## src/rtl/flash_loader.sv

```systemverilog
// Boot-time SPI NOR to cache copy engine.
// Issues one 0x03 read, packs bytes little-endian, writes words to the cache.
`timescale 1ns/1ps

module flash_loader #(
    parameter logic [31:0] STARTUP_WAIT  = 32'd1_000_000,
    parameter logic [23:0] FLASH_ADDRESS = 24'h00_0000,
    parameter logic [31:0] CACHE_ADDRESS = 32'h0000_0000,
    parameter logic [31:0] BYTES_NUM     = 32'h0010_0000
) (
    input  logic        clk,
    input  logic        rst,
    output logic        flash_clk,
    output logic        flash_mosi,
    output logic        flash_cs,
    input  logic        flash_miso,
    output logic [31:0] cache_address,
    output logic [31:0] cache_data_in,
    output logic [3:0]  cache_write_enable,
    input  logic        cache_busy,
    output logic        done
);

    typedef enum logic [2:0] {
        POWER_WAIT,
        SEND,
        READ,
        WRITE_ISSUE,
        WRITE_WAIT,
        DONE
    } state_t;

    state_t      state_q, state_d;
    logic [31:0] wait_cnt_q, wait_cnt_d;
    logic [31:0] shift_q, shift_d;
    logic [5:0]  bit_cnt_q, bit_cnt_d;
    logic        phase_q, phase_d;
    logic [7:0]  byte_q, byte_d;
    logic [31:0] word_q, word_d;
    logic [31:0] byte_cnt_q, byte_cnt_d;

    logic        sck_d;
    logic        mosi_d;
    logic        cs_d;
    logic [31:0] addr_d;
    logic [31:0] data_d;
    logic [3:0]  we_d;
    logic        done_d;

    logic [7:0]  byte_next;
    logic [31:0] byte_cnt_inc;

    assign byte_next    = {byte_q[6:0], flash_miso};
    assign byte_cnt_inc = byte_cnt_q + 32'd4;

    always_ff @(posedge clk) begin
        if (rst) begin
            state_q            <= POWER_WAIT;
            wait_cnt_q         <= '0;
            shift_q            <= '0;
            bit_cnt_q          <= '0;
            phase_q            <= 1'b0;
            byte_q             <= '0;
            word_q             <= '0;
            byte_cnt_q         <= '0;
            flash_clk          <= 1'b0;
            flash_mosi         <= 1'b0;
            flash_cs           <= 1'b1;
            cache_address      <= CACHE_ADDRESS;
            cache_data_in      <= '0;
            cache_write_enable <= '0;
            done               <= 1'b0;
        end else begin
            state_q            <= state_d;
            wait_cnt_q         <= wait_cnt_d;
            shift_q            <= shift_d;
            bit_cnt_q          <= bit_cnt_d;
            phase_q            <= phase_d;
            byte_q             <= byte_d;
            word_q             <= word_d;
            byte_cnt_q         <= byte_cnt_d;
            flash_clk          <= sck_d;
            flash_mosi         <= mosi_d;
            flash_cs           <= cs_d;
            cache_address      <= addr_d;
            cache_data_in      <= data_d;
            cache_write_enable <= we_d;
            done               <= done_d;
        end
    end

    always_comb begin
        state_d    = state_q;
        wait_cnt_d = wait_cnt_q;
        shift_d    = shift_q;
        bit_cnt_d  = bit_cnt_q;
        phase_d    = phase_q;
        byte_d     = byte_q;
        word_d     = word_q;
        byte_cnt_d = byte_cnt_q;
        sck_d      = flash_clk;
        mosi_d     = flash_mosi;
        cs_d       = flash_cs;
        addr_d     = cache_address;
        data_d     = cache_data_in;
        we_d       = cache_write_enable;
        done_d     = done;

        unique case (state_q)
            POWER_WAIT: begin
                if (wait_cnt_q == STARTUP_WAIT) begin
                    wait_cnt_d = '0;
                    shift_d    = {8'h03, FLASH_ADDRESS};
                    bit_cnt_d  = 6'd32;
                    phase_d    = 1'b0;
                    cs_d       = 1'b0;
                    state_d    = SEND;
                end else begin
                    wait_cnt_d = wait_cnt_q + 32'd1;
                end
            end

            SEND: begin
                if (!phase_q) begin
                    sck_d     = 1'b0;
                    mosi_d    = shift_q[31];
                    shift_d   = {shift_q[30:0], 1'b0};
                    bit_cnt_d = bit_cnt_q - 6'd1;
                    phase_d   = 1'b1;
                end else begin
                    sck_d   = 1'b1;
                    phase_d = 1'b0;
                    if (bit_cnt_q == 6'd0) begin
                        bit_cnt_d = 6'd32;
                        state_d   = READ;
                    end
                end
            end

            READ: begin
                if (!phase_q) begin
                    sck_d   = 1'b0;
                    phase_d = 1'b1;
                end else begin
                    sck_d     = 1'b1;
                    phase_d   = 1'b0;
                    byte_d    = byte_next;
                    bit_cnt_d = bit_cnt_q - 6'd1;
                    // Completed bytes enter at the top so the first lands in the LSB.
                    if (bit_cnt_q[2:0] == 3'd1) begin
                        word_d = {byte_next, word_q[31:8]};
                    end
                    if (bit_cnt_q == 6'd1) begin
                        state_d = WRITE_ISSUE;
                    end
                end
            end

            WRITE_ISSUE: begin
                if (!cache_busy) begin
                    data_d  = word_q;
                    we_d    = 4'b1111;
                    state_d = WRITE_WAIT;
                end
            end

            WRITE_WAIT: begin
                if (!cache_busy) begin
                    we_d       = 4'b0000;
                    addr_d     = cache_address + 32'd4;
                    byte_cnt_d = byte_cnt_inc;
                    bit_cnt_d  = 6'd32;
                    phase_d    = 1'b0;
                    if (byte_cnt_inc == BYTES_NUM) begin
                        cs_d    = 1'b1;
                        sck_d   = 1'b0;
                        done_d  = 1'b1;
                        state_d = DONE;
                    end else begin
                        state_d = READ;
                    end
                end
            end

            DONE: begin
                done_d = 1'b1;
            end

            default: begin
                state_d = POWER_WAIT;
            end
        endcase
    end

endmodule

```

## config.mk

```make
export PLATFORM = sky130hd
export DESIGN_NAME = flash_loader
export DESIGN_NICKNAME = d
export VERILOG_FILES = /design/src/rtl/flash_loader.sv
export SDC_FILE = /design/constraint.sdc
export NUM_CORES = 1
export LEC_CHECK = 0
export BUFFER_PORTS_ARGS = -buffer_cell sky130_fd_sc_hd__clkbuf_2
export CORE_UTILIZATION = 25
export DETAILED_ROUTE_END_ITERATION = 16
export PLACE_DENSITY = 0.48
export SLEW_MARGIN = 20
export SYNTH_ARGS = -nofsm -noshare
export SYNTH_HDL_FRONTEND = slang
export SYNTH_SLANG_ARGS = --single-unit
```

## constraint.sdc

```tcl
create_clock -name clk -period 3.47 [get_ports clk]
set_input_delay 0.347 -clock clk [delete_from_list [all_inputs] [get_ports clk]]
set_output_delay 0.347 -clock clk [all_outputs]
set_load 0.01 [all_outputs]
```

==> metrics.md, run 1 <==
| Metric | Value |
|---|---|
| Status | finished, final reports clean |
| Internal power | 3.51 mW |
| Commonest non-fill, non-tap cell in the layout | nand2_1 |
| Critical path arrival | 3.33 ns |
| CTS Root Cell | clkbuf_16 |
| Clock power frac | 39.5% |
| Post-synth EDFFs | 0 |
| TritonCTS buffer count | 17 |
| Worst Hold Class | in -> reg |
| Post-CTS setup buffers | 0 |
| Critical Path Source Type | flop |
| Clock Latency Late Sink | 0.45 ns |
| CTS tree | built |
| Number of library cell types mapped by synthesis | 63 |
| Worst R2R Setup Slack | 0.49 ns |
| Die height | 185 µm |
| Post-synthesis sequential area ratio | 44.6% |
| Placed Area | 9150 µm² |
| First-pass GRT wire length | 33.9 mm |
| R2r worst-path depth | 8 |
| Net Sw Power | 1.56 mW |
| I/O Pins | 76 |
| Sequential share of power | 45.2% |
| H-tree levels | 4 |
| Post-synth top area share | 44.6% |
| IO buf count | 73 |
| Vias | 7039 |
| Max Slew Vio Count | 0 |
| Min Clock Period, post-route | 2.98 ns |
| R2R Path Start | byte_cnt_q[6] |
| Final Wtd Congestion | 0.746 |
| Die Area | 34100 µm² |
| Comb power frac | 15.3% |
| Remaining antenna violation count after routing | 0 |
| Number of hold violations in the final report | 0 |
| Hold_buf cts | 0 |
| Cell area after layout | 9760 µm² |
| Drt pass-1 iters | 4 |
| Mapped Avg Cell Area | 8.03 µm² |
| Final Setup Violations | 0 |
| LEAKAGE | 3.31 nW |
| Hold Slack | 0.168 ns |
| Initial core utilization | 25.5% |
| P&R area growth vs syn | 16.9% |
| Reg clk slew, reported paths | 0.08 ns |
| Ratio of cells with drive above 1 in the final layout | 12.8% |
| Final wirelength | 20.2 mm |
| FF-to-FF End | state_q[2] |
| Post-synth top flop | dfxtp_1 |
| NumNets Final | 1096 |
| # DRC | 0 |
| Hold Startpoint | flash_miso |
| Die width | 185 µm |
| Crit path kind | reg -> reg |
| Ys Warns | 0 |
| Area contributors post-synth | dfxtp_1, nand2_1, a21oi_1 |
| Gr usage total | 12.4% |
| WP data required | 3.81 ns |
| Vias in the first global route | 6556 |
| Via density | 4.57 |
| Max Clk Rate | 0.335 GHz |
| Post-CTS Resized | 0 |
| Pin count of the biggest net entering global routing | 155 |
| Sw Ratio | 30.7% |
| Hold Path Depth | 3 |
| Top cell type by total area after synthesis | dfxtp_1 |
| Detail Placement HPWL | 13.3 mm |
| Slew HR | 49.9% |
| # fillers | 3582 |
| Finished Layout Cells | 1541 |
| RSZ-0062 raised after global routing | no |
| Worst Max-Slew Pin Slew | 0.745 ns |
| Setup TNS | 0 ns |
| Yosys reg bits | 186 |
| Grt total ovfl | 0 |
| Initial antenna violation count | 0 |
| PD cells | 519 nW/µm² |
| CTS max path bufs | 2 |
| Critical Path End Type | flop |
| Max-cap violations | 0 |
| Post-Syn Instances | 1040 |
| Commonest cells after routing, fill and taps aside | nand2_1, dfxtp_1, nor2_1 |
| Core region area | 32700 µm² |
| Wirelength per Cell | 13.1 µm |
| Final Skew | 0.0192 ns |
| CP Max Fanout | 9 |
| Placed cell count | 1509 |
| Initial DRC Count | 400 |
| Mapped cell area | 8350 µm² |
| Final period utilization | 86.0% |
| Peak supply drop | 381 µV |
| Rows | 66 |
| Hold EP | byte_q[0] |
| ANT cells | 0 |
| Post-synth ARST share | 0% |
| CTS sink cnt | 186 |
power by group through the flow:
stage / clock (mW) / combinational, mW / sequential (mW)
global placement: 0 / 0.769 / 2.34
floorplan: 0 / 0.594 / 2.29
global route: 2.19 / 0.873 / 2.31
detailed placement: 0 / 0.769 / 2.34
CTS: 2.08 / 0.779 / 2.29
finish: 2.00 / 0.774 / 2.29
metal layers:
metal,track usage [%],routed length (µm),vias up
met2,20.1,9430,94
met3,2.90,506,11
met5,0,0,-
li1,-,-,3640
met1,16.4,10000,3294
met4,3.54,210,0
per-stage QoR:
stage	util (%)	total power [mW]	setup slack (ns)
final	29.9	5.07	0.486
after global routing	29.9	5.37	0.278
after floorplan	-	2.88	0.691
after global placement	28.0	3.11	0.562
after detailed placement	28.0	3.11	0.507
after CTS	29.9	5.15	0.498
worst max-delay path: stages, from the launching register on:
cell and delay, ns:
dfxtp_1 0.52, nand4_4 0.16, or4_1 0.58, buf_4 0.19
nor4_1 0.43, mux2i_1 0.25, and3_1 0.22, nand4_4 0.17
a2111oi_4 0.37
area by class of cell:
type | count | area [µm²] | share of cell area [%]
clock buffers | 18 | 429 | 4.40
clock inverters | 14 | 184 | 1.88
flip-flops and latches | 186 | 3720 | 38.1
repair buffers | 89 | 500 | 5.13
well taps | 442 | 553 | 5.66
inverters | 13 | 48.8 | 0.500
multi-input cells | 779 | 4320 | 44.3
worst max-delay path by stage:
stage | slack, ns | cells past startpoint | startpoint | endpoint
after CTS | 0.50 | 8 | byte_cnt_q[6] | state_q[2]
after detailed placement | 0.51 | 8 | byte_cnt_q[6] | state_q[2]
after floorplan | 0.69 | 9 | byte_cnt_q[14] | state_q[2]
after global placement | 0.56 | 8 | byte_cnt_q[6] | state_q[2]
final | 0.49 | 8 | byte_cnt_q[6] | state_q[2]
after global routing | 0.28 | 7 | byte_cnt_q[6] | state_q[2]
kinds of logic (layout without fill, tap and decap cells):
| family | count (synthesis) | after routing | synth area share (%) |
|---|---|---|---|
| and+or+nand+nor | 525 | 525 | 30.1 |
| other | 1 | 2 | 0.0449 |
| muxes | 3 | 3 | 0.375 |
| DFF | 186 | 186 | 44.6 |
| AOI/OAI and AO/OA | 154 | 154 | 10.8 |
| buffers and inverters | 76 | 134 | 3.79 |
| adders and majority gates | 6 | 6 | 0.899 |
| xor gates and xnor gates | 89 | 89 | 9.33 |
flip-flops by register name, summed over array words and instances, names as in the netlist, 3 cells and up:
| register | count |
|---|---|
| bit_cnt_q | 6 |
| byte_cnt_q | 30 |
| byte_q | 7 |
| cache_address | 30 |
| cache_data_in | 32 |
| shift_q | 8 |
| state_q | 3 |
| wait_cnt_q | 32 |
| word_q | 32 |
Yosys cell counts, drive strengths merged (11+ instances only):
cell type	count
buf	11
nand3	44
a21oi	106
dfxtp	186
inv	12
nor2	127
clkbuf	52
nor4	21
xor2	44
and3	20
o21ai	21
nor3	23
nand4	33
nand2	202
xnor2	45
No activity file was read; power rests on OpenSTA's default activity.
==> run 2: changes to the inputs <==
--- a/config.mk
+++ b/config.mk
@@ -5,6 +5,7 @@
 export SDC_FILE = /design/constraint.sdc
 export NUM_CORES = 1
 export LEC_CHECK = 0
+export ABC_AREA = 1
 export BUFFER_PORTS_ARGS = -buffer_cell sky130_fd_sc_hd__clkbuf_2
 export CORE_UTILIZATION = 25
 export DETAILED_ROUTE_END_ITERATION = 16
==> run 2 against run 1 <==
  * Global-route usage is 0.31 points higher
  * Die area is 8.0% higher
  * Cell count rose by 20%
  * Synthesized area is 8.1% higher
  * Critical path depth grew 6
  * Synthesized cell count is 27% higher
  * Highest routed layer unchanged
  * Combinational power grew 16%
  * First-iteration DRC count decreased by 3.0%
  * Worst setup slack better by 0.63 ns
  * Sequential cell count unchanged
  * Power up 4.5%
  * Non-clock buffer count shrank 9
==> metrics.md, run 2 <==
| Metric | Value |
|---|---|
| Most frequent cell after synthesis | nor2_1 |
| Sequential share of power | 44.3% |
| CP max stage delay | 0.37 ns |
| Max Slew Vio Count | 0 |
| Max Clk Rate | 0.424 GHz |
| Worst Max-Slew Pin Slew | 0.992 ns |
| Rows | 69 |
| Critical Path Source Type | flop |
| Ys Warns | 0 |
| Final Setup Violations | 0 |
| Remaining antenna violation count after routing | 0 |
| CTS tree | built |
| First-pass GRT wire length | 38.2 mm |
| Die Area | 36900 µm² |
| Post-synth top flop | dfxtp_1 |
| M3 GR Usage | 2.43% |
| Slew HR | 33.8% |
| Peak supply drop | 402 µV |
| IO buf count | 73 |
| Crit path cell chain | ha_1 > nand2_2 > nor2_4 > nand3_1 > o21ai_0 > nand2_1 > nor2_1 > nand2_1 > nor2_1 > nand3_1 > nand2_2 > nand4_1 > nand2_1 > nor2_1 |
| Ratio of cells with drive above 1 in the final layout | 12.0% |
| # DRC | 0 |
| I/O Pins | 76 |
| RSZ-0062 raised after global routing | no |
| CP Max Fanout | 7 |
| PD cells | 506 nW/µm² |
| Die height | 192 µm |
| Post-CTS setup buffers | 0 |
| CTS max path bufs | 2 |
| Min Clock Period, post-route | 2.36 ns |
| Commonest non-fill, non-tap cell in the layout | nor2_1 |
| Worst path slowest cell | dfxtp_1 |
| Core region area | 35600 µm² |
| Post-CTS Resized | 0 |
| Comb power frac | 17.0% |
| Final period utilization | 68.0% |
| Initial core utilization | 25.4% |
| Yosys reg bits | 186 |
| LEAKAGE | 4.51 nW |
| Detail Placement HPWL | 16.2 mm |
| Post-synth top area share | 41.3% |
| Internal power | 3.54 mW |
| Hold_buf cts | 0 |
| Post-synth EDFFs | 0 |
| Hold Slack | 0.186 ns |
| Die width | 192 µm |
| Wirelength per Cell | 12.4 µm |
| Initial DRC Count | 388 |
| Post-synth ARST share | 0% |
| Status | finished, final reports clean |
| Reg clk slew, reported paths | 0.08 ns |
| TritonCTS buffer count | 17 |
| Initial antenna violation count | 1 |
| Final wirelength | 23.0 mm |
| Mapped cell area | 9030 µm² |
| Area of the multi-input gates | 4510 µm² |
| Top cell type by total area after synthesis | dfxtp_1 |
| Crit path max-delay family | simple AND/OR/NAND/NOR gates |
| Gr usage total | 12.7% |
| P&R area growth vs syn | 15.9% |
| Drt pass-1 iters | 5 |
| CTS Root Cell | clkbuf_16 |
| GR Util met1 | 16.8% |
| Number of library cell types mapped by synthesis | 43 |
| Post-synthesis sequential area ratio | 41.3% |
| Vias in the first global route | 7734 |
| CTS sink cnt | 186 |
| Buffers & Inverters on Critical Path | 0 |
| Critical Path End Type | flop |
| Max-cap violations | 0 |
| Vias | 8253 |
| Critical path arrival | 2.69 ns |
| Mapped Avg Cell Area | 6.82 µm² |
| Crit path kind | reg -> reg |
| Clock power frac | 38.8% |
| Setup TNS | 0 ns |
| Net Sw Power | 1.76 mW |
| Final Wtd Congestion | 0.836 |
| Post-Syn Instances | 1323 |
| Post-synth top cells | nor2_1, nand2_1, dfxtp_1 |
| H-tree levels | 4 |
| Commonest cells after routing, fill and taps aside | nor2_1, nand2_1, dfxtp_1 |
| NumNets Final | 1385 |
| Clock Latency Late Sink | 0.45 ns |
| Grt total ovfl | 0 |
| # fillers | 3930 |
| Pin count of the biggest net entering global routing | 68 |
| Area contributors post-synth | dfxtp_1, nor2_1, nand2_1 |
| Met2 usage | 21.2% |
| WP data required | 3.81 ns |
| Final Skew | 0.0127 ns |
| Storage cell area | 3720 µm² |
| Sw Ratio | 33.3% |
| Via density | 4.46 |
| Most Used Layer, Global Route | met2 |
| Number of hold violations in the final report | 0 |
| Largest regs | cache_data_in (32), wait_cnt_q (32), word_q (32) |
| Worst Hold Class | in -> reg |
run 2: power by group through the flow:
stage	Combinational (mW)	Sequential, mW	Clock [mW]
floorplan	0.664	2.38	0
global placement	0.907	2.40	0
detailed placement	0.902	2.39	0
CTS	0.907	2.34	2.14
global route	1.03	2.36	2.22
finish	0.898	2.34	2.06
run 2: area by class of cell:
class / instances / share of cell area [%]
multi-input cells: 933 / 43.1
inverters: 157 / 5.66
clock buffers: 17 / 4.07
clock inverters: 15 / 2.02
repair buffers: 80 / 3.99
well taps: 461 / 5.51
flip-flops and latches: 186 / 35.6
diodes: 1 / 0.0239
run 2: metrics by stage:
step	utilization [%]	instance area, µm²	power, mW	setup WS [ns]	cells
after floorplan	-	9030	3.05	1.57	1324
after detailed placement	27.6	9820	3.30	1.13	1817
after global placement	27.6	9820	3.30	1.12	1817
after global routing	29.4	10500	5.61	0.781	1849
after CTS	29.4	10500	5.39	1.10	1849
final	29.4	10500	5.30	1.11	1850
run 2: cell families after synthesis:
logic type	Yosys count	share of synthesized area (%)
simple gates	678	33.9
compound gates	225	13.0
buf+inv	205	8.82
flops	186	41.3
xor+xnor	22	2.13
fa+ha+maj	6	0.832
other cells	1	0.0415
run 2: final timing paths:
check | endpoint | from | depth (start not counted) | slack [ns]
min reg2reg | flash_cs | flash_cs | 2 | 0.47
min | word_q[24] | flash_miso | 3 | 0.19
max reg2reg | flash_clk | byte_cnt_q[3] | 14 | 1.11
max | flash_clk | byte_cnt_q[3] | 14 | 1.11
run 2: per-layer routing:
metal  wire length (µm)  vias to the layer above  part of all wire (%)
li1                   -                     4394                     -
met1              11500                     3749                    50
met2              10500                       90                    46
met3                685                       20                   3.0
met4                219                        0                  0.95
met5                  0                        -                     0
run 2: worst min-delay path: cells and delay by family:
family                 cells  cell delay (ns)
and+or+nand+nor            2             0.13
buffers and inverters      1             0.11
==> run 3: changes to the inputs <==
--- a/config.mk
+++ b/config.mk
@@ -5,7 +5,7 @@
 export SDC_FILE = /design/constraint.sdc
 export NUM_CORES = 1
 export LEC_CHECK = 0
-export ABC_AREA = 1
+export ABC_AREA = 0
 export BUFFER_PORTS_ARGS = -buffer_cell sky130_fd_sc_hd__clkbuf_2
 export CORE_UTILIZATION = 25
 export DETAILED_ROUTE_END_ITERATION = 16
==> constraint.sdc (replaced) <==
create_clock -name clk -period 2.2 [get_ports clk]
set_input_delay 0.22 -clock clk [delete_from_list [all_inputs] [get_ports clk]]
set_output_delay 0.22 -clock clk [all_outputs]
set_load 0.01 [all_outputs]
==> run 3 against run 2 <==
  * The flow now finishes with violations (setup timing)
  * Combinational power grew 120%
  * Largest cell class unchanged
  * Register-to-register slack lost 1.3 ns
  * Power grew 62%
  * Largest power group unchanged
  * Count of clock-buffer cells in the layout is the same
  * Sequential share of layout area shrank 2.8 points
  * Global-route usage grew 0.61 points
  * Wire length shrank 3.7%
  * Non-clock buffer count grew 135
  * Critical endpoint is now state_q[2]
  * Hold slack lost 0.15 ns
  * Sequential cell count is the same
  * Critical path type unchanged
  * Sequential power grew 52%
==> metrics.md, run 3 (same netlist as run 1, synthesis figures left out) <==
| Metric | Value |
|---|---|
| Final Skew | 0.0132 ns |
| R2r worst-path depth | 9 |
| Slew HR | 51.6% |
| Comb power frac | 22.9% |
| Critical Path End Type | flop |
| # DRC | 0 |
| Peak supply drop | 630 µV |
| IO buf count | 73 |
| Grt total ovfl | 0 |
| CTS max path bufs | 2 |
| PD cells | 752 nW/µm² |
| Wirelength per Cell | 13.3 µm |
| Vias | 7581 |
| Final Wtd Congestion | 0.788 |
| Initial core utilization | 25.5% |
| Commonest cells after routing, fill and taps aside | nand2_1, dfxtp_1, nor2_1 |
| Crit path launch | byte_cnt_q[2] |
| CP max stage delay | 0.43 ns |
| Ratio of cells with drive above 1 in the final layout | 27.9% |
| Sequential share of power | 41.4% |
| Via density | 4.55 |
| Sw Ratio | 31.3% |
| Placed cell count | 1615 |
| R2R Path Start | byte_cnt_q[2] |
| Core region area | 32700 µm² |
| Die width | 185 µm |
| Reg clk slew, reported paths | 0.08 ns |
| Die height | 185 µm |
| Critical path arrival | 2.70 ns |
| Critical Path Source Type | flop |
| I/O Pins | 76 |
| Finished Layout Cells | 1666 |
| Commonest non-fill, non-tap cell in the layout | nand2_1 |
| Slack of the critical path | -0.152 ns |
| Status | finished with violations |
| Net Sw Power | 2.69 mW |
| CTS Root Cell | clkbuf_16 |
| Vias in the first global route | 7312 |
| TritonCTS buffer count | 17 |
| CP endpoint | state_q[2] |
| Gr usage total | 13.4% |
| Final period utilization | 107% |
| P&R area growth vs syn | 36.8% |
| NumNets Final | 1222 |
| Worst path slowest cell | or4_1 |
| Internal power | 5.90 mW |
| Crit path cell chain | buf_4 > ha_1 > nand4_1 > nor4_2 > and4_1 > or4_1 > a21oi_2 > nand4_4 > a2111oi_4 |
| Setup TNS | -2.33 ns |
| Remaining antenna violation count after routing | 0 |
| Cell area after layout | 11400 µm² |
| Number of hold violations in the final report | 0 |
| Max Slew Vio Count | 0 |
| Detail Placement HPWL | 14.9 mm |
| Pin count of the biggest net entering global routing | 87 |
| Min Clock Period, post-route | 2.35 ns |
| Failing checks | setup timing |
| Die Area | 34100 µm² |
| Worst Max-Slew Pin Slew | 0.727 ns |
| Clock power frac | 35.7% |
| Max Clk Rate | 0.425 GHz |
| Clock Latency Late Sink | 0.45 ns |
| Final Setup Violations | 40 |
| Rows | 66 |
| CTS sink cnt | 186 |
| Final wirelength | 22.1 mm |
| Max-cap violations | 0 |
| H-tree levels | 4 |
| Hold_buf cts | 0 |
| Crit path kind | reg -> reg |
| First-pass GRT wire length | 36.8 mm |
| CTS tree | built |
| CP Max Fanout | 6 |
| Initial DRC Count | 372 |
| RSZ-0062 raised after global routing | yes |
| Worst R2R Setup Slack | -0.15 ns |
| ANT cells | 0 |
| WP data required | 2.54 ns |
| Initial antenna violation count | 0 |
| LEAKAGE | 4.46 nW |
| Largest regs | cache_data_in (32), wait_cnt_q (32), word_q (32) |
| FF-to-FF End | state_q[2] |
| Placed Area | 10100 µm² |
| Worst Hold Class | in -> reg |
| Drt pass-1 iters | 4 |
-- run 3: cell count changes in the layout (fill, tap and decap cells not counted), sizes merged, moves of 28 or more --
cell   change
nor2     -175
inv      -142
buf      +134
o21ai    -109
xnor2     +39
a21oi     +32
xor2      +28
-- run 3: area by class of cell --
cell class / count / area [µm²]
fillers: 3504 / 21300
clock buffers: 17 / 425
multi-input cells: 779 / 4890
flip-flops and latches: 186 / 3740
clock inverters: 14 / 153
repair buffers: 215 / 1610
inverters: 13 / 48.8
well taps: 442 / 553
-- run 3: worst min-delay path by stage --
stage	start	end	slack, ns	depth (start not counted)
after floorplan	cache_busy	done	0.32	1
after global placement	shift_q[29]	shift_q[29]	0.44	2
after detailed placement	shift_q[26]	shift_q[26]	0.45	2
after CTS	flash_miso	word_q[24]	0.02	3
after global routing	flash_miso	word_q[24]	0.02	3
final	flash_miso	word_q[24]	0.04	3
-- run 3: critical path: cells and delay by family, from the launching register on --
kind / cells / cell delay, ns
flops: 1 / 0.33
fa+ha+maj: 1 / 0.20
buf+inv: 1 / 0.13
compound gates: 2 / 0.52
simple gates: 5 / 1.08
-- run 3: power by group through the flow --
stage | clock (mW) | combinational, mW | sequential [mW]
after floorplan | 0 | 0.971 | 3.62
after global placement | 0 | 1.68 | 3.62
after detailed placement | 0 | 1.68 | 3.62
after CTS | 3.19 | 1.82 | 3.55
after global routing | 3.32 | 2.14 | 3.57
final | 3.06 | 1.96 | 3.56
-- run 3: routing by layer --
| layer | part of all wire [%] | GRT usage [%] |
|---|---|---|
| met5 | 0 | 0 |
| met4 | 1.2 | 4.36 |
| met3 | 3.3 | 2.87 |
| met2 | 46 | 21.2 |
| met1 | 49 | 17.8 |
-- run 3: per-stage QoR --
step | power [mW] | util, % | hold WS (ns) | setup WS [ns]
after floorplan | 4.59 | - | 0.322 | -0.142
after global placement | 5.29 | 30.8 | 0.442 | -0.204
after detailed placement | 5.29 | 30.8 | 0.448 | -0.220
after CTS | 8.56 | 33.5 | 0.0244 | -0.180
after global routing | 9.03 | 34.9 | 0.0241 | -0.265
final | 8.59 | 34.9 | 0.0381 | -0.152
-- run 3: timing repair --
action,CTS,global route
gates cloned,1,2
pin swaps,21,60
setup endpoints to repair,44,79
gates resized for setup,42,79
buffers inserted,10,8
